## src/rtl/fifo_gen2_pkg.sv

```systemverilog
// Shared types, default geometry and occupancy arithmetic for the
// second-generation circular FIFO.
package fifo_gen2_pkg;

    // Default geometry. Instances with other widths derive their own local
    // types from their ADDR_WIDTH parameter using the same pattern.
    localparam int DEF_ADDR_WIDTH = 3;
    localparam int DEPTH          = 2 ** DEF_ADDR_WIDTH;

    typedef logic [DEF_ADDR_WIDTH-1:0] ptr_t;
    typedef logic [DEF_ADDR_WIDTH:0]   cnt_t;

    // Occupancy after one cycle: +1 on a lone write, -1 on a lone read,
    // unchanged when both or neither are accepted.
    function automatic int next_count(input int cur, input logic inc, input logic dec);
        int res;
        res = cur;
        if (inc && !dec) begin
            res = cur + 1;
        end else if (dec && !inc) begin
            res = cur - 1;
        end
        return res;
    endfunction

endpackage

```

## src/rtl/fifo_storage.sv

```systemverilog
// Register-array storage: one synchronous write port, one asynchronous
// read port. No reset; contents are only meaningful where the controller
// says they are.
module fifo_storage #(
    parameter int ADDR_WIDTH = 3,
    parameter int DATA_WIDTH = 8
) (
    input  logic                  clk,
    input  logic                  w_en,
    input  logic [ADDR_WIDTH-1:0] w_addr,
    input  logic [DATA_WIDTH-1:0] w_data,
    input  logic [ADDR_WIDTH-1:0] r_addr,
    output logic [DATA_WIDTH-1:0] r_data
);

    logic [DATA_WIDTH-1:0] mem [2**ADDR_WIDTH];

    // Write port: store the word on an enabled clock edge.
    always_ff @(posedge clk) begin
        if (w_en) begin
            mem[w_addr] <= w_data;
        end
    end

    assign r_data = mem[r_addr];

endmodule

```

## src/rtl/circ_fifo_gen2.sv

```systemverilog
// Circular FIFO controller with occupancy count, programmable almost-full /
// almost-empty thresholds, synchronous flush, FWFT or registered read, and
// overflow/underflow pulses. Single clock domain.
module circ_fifo_gen2 #(
    parameter int ADDR_WIDTH = 3,
    parameter int DATA_WIDTH = 8,
    parameter int AF_LEVEL   = 6,
    parameter int AE_LEVEL   = 2,
    parameter int FWFT       = 0
) (
    input  logic                  clk,
    input  logic                  reset,
    input  logic                  clear,
    input  logic                  wr,
    input  logic [DATA_WIDTH-1:0] write_data,
    input  logic                  rd,
    output logic [DATA_WIDTH-1:0] read_data,
    output logic                  rd_valid,
    output logic                  full,
    output logic                  empty,
    output logic                  almost_full,
    output logic                  almost_empty,
    output logic [ADDR_WIDTH:0]   count,
    output logic                  overflow,
    output logic                  underflow
);

    import fifo_gen2_pkg::*;

    localparam int FIFO_DEPTH = 2 ** ADDR_WIDTH;
    localparam int CNT_W      = ADDR_WIDTH + 1;

    logic [ADDR_WIDTH-1:0] wptr;
    logic [ADDR_WIDTH-1:0] rptr;
    logic [CNT_W-1:0]      cnt;
    logic [CNT_W-1:0]      cnt_d;
    logic                  rd_acc;
    logic                  wr_acc;
    logic [DATA_WIDTH-1:0] mem_rdata;

    // Acceptance from registered state; a write into a full FIFO only goes
    // through when a read frees a slot in the same cycle. Flush forces the
    // next occupancy to zero so the flags fall back to their reset values.
    always_comb begin
        rd_acc = rd & ~empty;
        wr_acc = wr & (~full | rd_acc);
        cnt_d  = CNT_W'(next_count(int'(cnt), wr_acc, rd_acc));
        if (clear) begin
            cnt_d = '0;
        end
    end

    fifo_storage #(
        .ADDR_WIDTH (ADDR_WIDTH),
        .DATA_WIDTH (DATA_WIDTH)
    ) u_storage (
        .clk    (clk),
        .w_en   (wr_acc & ~clear),
        .w_addr (wptr),
        .w_data (write_data),
        .r_addr (rptr),
        .r_data (mem_rdata)
    );

    // Pointers wrap by natural overflow of the ADDR_WIDTH-bit counters.
    always_ff @(posedge clk or posedge reset) begin
        if (reset) begin
            wptr <= '0;
            rptr <= '0;
        end else if (clear) begin
            wptr <= '0;
            rptr <= '0;
        end else begin
            if (wr_acc) wptr <= wptr + 1'b1;
            if (rd_acc) rptr <= rptr + 1'b1;
        end
    end

    // Occupancy and status flags, all registered from the next count.
    always_ff @(posedge clk or posedge reset) begin
        if (reset) begin
            cnt          <= '0;
            empty        <= 1'b1;
            full         <= 1'b0;
            almost_empty <= 1'b1;
            almost_full  <= 1'b0;
        end else begin
            cnt          <= cnt_d;
            empty        <= (cnt_d == '0);
            full         <= (cnt_d == CNT_W'(FIFO_DEPTH));
            almost_empty <= (cnt_d <= CNT_W'(AE_LEVEL));
            almost_full  <= (cnt_d >= CNT_W'(AF_LEVEL));
        end
    end

    // Rejected requests pulse for one cycle; a flush swallows that cycle's requests.
    always_ff @(posedge clk or posedge reset) begin
        if (reset) begin
            overflow  <= 1'b0;
            underflow <= 1'b0;
        end else begin
            overflow  <= ~clear & wr & ~wr_acc;
            underflow <= ~clear & rd & empty;
        end
    end

    assign count = cnt;

    generate
        if (FWFT != 0) begin : g_fwft
            // Head word is presented straight from storage; masked while empty
            // so a freshly reset FIFO shows zero rather than stale contents.
            assign read_data = empty ? '0 : mem_rdata;
            assign rd_valid  = ~empty;
        end else begin : g_reg_read
            logic [DATA_WIDTH-1:0] rdata_q;
            logic                  rvld_q;

            // Registered read: popped word appears one cycle after the accepted read.
            always_ff @(posedge clk or posedge reset) begin
                if (reset) begin
                    rdata_q <= '0;
                    rvld_q  <= 1'b0;
                end else begin
                    rvld_q <= rd_acc & ~clear;
                    if (rd_acc && !clear) begin
                        rdata_q <= mem_rdata;
                    end
                end
            end

            assign read_data = rdata_q;
            assign rd_valid  = rvld_q;
        end
    endgenerate

endmodule

```

## config.mk

```make
export PLATFORM = sky130hd
export DESIGN_NAME = circ_fifo_gen2
export DESIGN_NICKNAME = d
export VERILOG_FILES = /design/src/rtl/fifo_gen2_pkg.sv /design/src/rtl/fifo_storage.sv /design/src/rtl/circ_fifo_gen2.sv
export SDC_FILE = /design/constraint.sdc
export NUM_CORES = 1
export LEC_CHECK = 0
export CORE_ASPECT_RATIO = 0.6
export CORE_MARGIN = 2
export CORE_UTILIZATION = 61
export DETAILED_ROUTE_END_ITERATION = 10
export PLACE_DENSITY = 0.84
export SYNTH_ARGS = -nofsm -noshare
export SYNTH_HDL_FRONTEND = slang
export SYNTH_SLANG_ARGS = --single-unit
```

## constraint.sdc

```tcl
create_clock -name clk -period 3.3 [get_ports clk]
set_input_delay 0.825 -clock clk [delete_from_list [all_inputs] [get_ports clk]]
set_output_delay 0.825 -clock clk [all_outputs]
set_load 0.01 [all_outputs]
```

==> results by group <==
Status
  – Status: complete, no violations

Yosys
  – Synthesized area: 0.00358 mm^2
  – Mean Syn Cell Area: 17.0 um^2
  – EDFF count, synth: 64
  – Post-synth top area share: 0.536
  – Yosys reg bits: 89
  – Fraction of registers with async set or reset after synthesis: 0.281
  – Register area share after synthesis: 0.711
  – Syn nets: 228
  – Area leader, netlist: edfxtp_1
  – YS warnings: 0
  – Most common cell in the netlist: edfxtp_1
  – Top post-synthesis cells by area: edfxtp_1 54%, dfrtp_1 16%, mux4_2 10%
  – Instance count of the mapped netlist: 211
  – Most used DFF post-synth: edfxtp_1
  – Top cells by count, synth: 64 x edfxtp_1, 26 x nor2_1, 23 x dfrtp_1
  – Synth cell types: 35

Drt
  – Routed via count: 1905
  – WL/cell: 18.8 um
  – Vias per cell: 5.59
  – Total detailed-routing wirelength: 6420 um
  – Drt first pass iters: 4
  – DRT antenna net count: 0
  – Remaining DRCs: 0
  – Initial DRC Count: 174

Placed design
  – Port-buffer cells: 31
  – GPL Wtd Cong: 0.861
  – Placement Cell Area: 0.00404 mm^2
  – DPL Wire Length: 4340 um

STA
  – TNS Setup: 0 ns
  – Setup violations, final: 0
  – Final Hold Viols: 0
  – Slew margin rel.: 0.435
  – Skew final: 0.00576 ns
  – Actual slew at the worst max-slew pin: 0.847 ns
  – Fmax: 410 MHz
  – Period utilization: 0.740
  – Minimum clock period: 2.44 ns
  – Final Max Slew Viols: 0
  – RSZ-0062 raised after global routing: no

Final layout
  – Final Instance Area: 0.00425 mm^2
  – Nets@finish: 273
  – Ant. Diodes: 0
  – Layout Area Growth over Synthesis: 18.4%
  – Share of post-route cells with drive strength above 1: 0.218

Floorplan
  – FP Rows: 21
  – Die area: 0.00653 mm^2
  – Die width: 103 um
  – Num ports: 32
  – Chip height: 63.4 um
  – Core box area: 0.00562 mm^2
  – Initial Util: 0.638

Power
  – Sequential share of power: 0.503
  – Clock power share: 0.270
  – Pwr dens: 651 mW/mm^2
  – Sw Ratio: 0.274
  – Total leakage power: 0.00151 uW
  – Sw power: 757 uW
  – Int Power: 2010 uW
  – Peak supply drop: 0.381 mV
  – Combinational share of power: 0.227

GRT
  – Most used routing layer: met1
  – First-pass GRT wire length: 10200 um
  – Grt met1 use: 0.334
  – Met3 usage: 0.0733
  – Number of global-route vias before repair: 1933
  – GRT overflow: 0
  – Met2 Usage GRT: 0.320
  – Total Routing Usage GR: 0.223
  – Initial antenna violation count: 0
  – Largest net degree at the start of global routing: 26

Worst hold path
  – Hold Path Class: reg -> reg

Clocking
  – Insertion delay to the later sink of the worst-skew pair: 0.36 ns
  – Hold Buf Count CTS: 0
  – Post-CTS sizing: 0
  – Clock slew at reported path FFs: 0.08 ns
  – H-tree Lvls: 3
  – Clock Sinks: 89
  – CTS tree: done
  – Post-CTS Setup Inserts: 0
  – Max Root-Sink Buffers: 2
  – CTS Root Cell: clkbuf_8
  – CTS Buf Count: 9

Run
  – MaxCap Viol Count: 0

Critical path
  – Crit path max-delay family: simple AND/OR/NAND/NOR gates
  – Critical path buffers and inverters: 2
  – CP peak stage delay: 0.52 ns
  – CP Class: in -> reg
  – CP cell instances: clkdlybuf4s50_1, nor2b_1, o21ai_1, or3_1, nor2_1, buf_4
  – Setup crit end kind: register
  – Reg2Reg Setup Slack: 1.45 ns
  – Data required, critical path: 3.36 ns
  – Worst Setup Start Kind: input port
  – Slowest cell on crit path: clkdlybuf4s50_1
  – Crit Path Max Fanout: 8
  – Critical Path AT: 2.51 ns
sequential cells by signal, summed over array words and instances (netlist names):
register and cells:
full 1, rptr 3, rd_valid 1, underflow 1, empty 1, almost_full 1, u_storage.mem 64, overflow 1
wptr 3, almost_empty 1, count 4, read_data 8
per-stage QoR:
step	instances	utilization	power (uW)	hold slack, ns	worst slack (ns)
after floorplan	211	-	1780	0.508	0.699
after global placement	325	0.719	2020	0.506	0.568
after detailed placement	325	0.719	2040	0.520	0.500
after CTS	341	0.755	2790	0.538	0.888
after global routing	341	0.755	2900	0.575	0.752
final	341	0.755	2760	0.529	0.859
layout make-up:
cell class                      count  area, um^2
Sequential cell                    89        2550
Fill cell                         349        1380
Multi-Input combinational cell    104         951
Timing Repair Buffer               45         415
Clock buffer                        9         124
Tap cell                           80         100
Clock inverter                      7        78.8
Inverter                            7        26.3
tightest hold or removal path: stages, from the launching register on:
cell and delay [ns]:
dfrtp_1 0.35, nor2_1 0.05, a21oi_1 0.10
layer usage:
layer,share of wire,wire length [um]
met5,0,0
met4,0.0086,55
met3,0.057,363
met2,0.45,2890
met1,0.48,3110
power by group through the flow:
stage | clock, uW | sequential, uW | combinational (uW)
2_1_floorplan | 0 | 1430 | 350
3_3_place_gp | 0 | 1410 | 612
3_5_place_dp | 0 | 1420 | 628
4_1_cts | 761 | 1390 | 634
5_1_grt | 809 | 1400 | 683
6_report | 745 | 1390 | 627
cell families after synthesis:
group           count (synthesis)  synth area share
compound gates                 16            0.0300
xor+xnor                        5            0.0122
fa+ha+maj                       4            0.0140
buf+inv                        18            0.0234
flops                          89             0.711
mux                            29             0.138
simple gates                   50            0.0709
cells in the final DEF (no fill, tap or decap), types with 2 or more instances in the layout:
cell / instances
nor3_1: 2
dfstp_2: 2
inv_1: 6
edfxtp_1: 64
clkbuf_8: 9
nor2_2: 2
nand2_1: 6
buf_4: 14
clkinvlp_4: 2
nor2_1: 26
xnor2_1: 2
ha_1: 4
clkdlybuf4s50_1: 31
nand2b_1: 4
xor2_1: 3
mux4_2: 16
a21oi_1: 10
nor2b_1: 2
mux2i_1: 12
dfrtp_1: 23
worst paths after layout:
kind / endpoint / cells past startpoint / start
worst max-delay path: u_storage.mem[4][5] / 6 / rd
worst min-delay path: read_data[1] / 2 / read_data[1]
worst max register to register: full / 5 / empty
worst min register to register: read_data[1] / 2 / read_data[1]
max in group asynchronous: empty / 3 / reset
min in group asynchronous: read_data[1] / 3 / reset
Power figures use the tool's default switching activity.
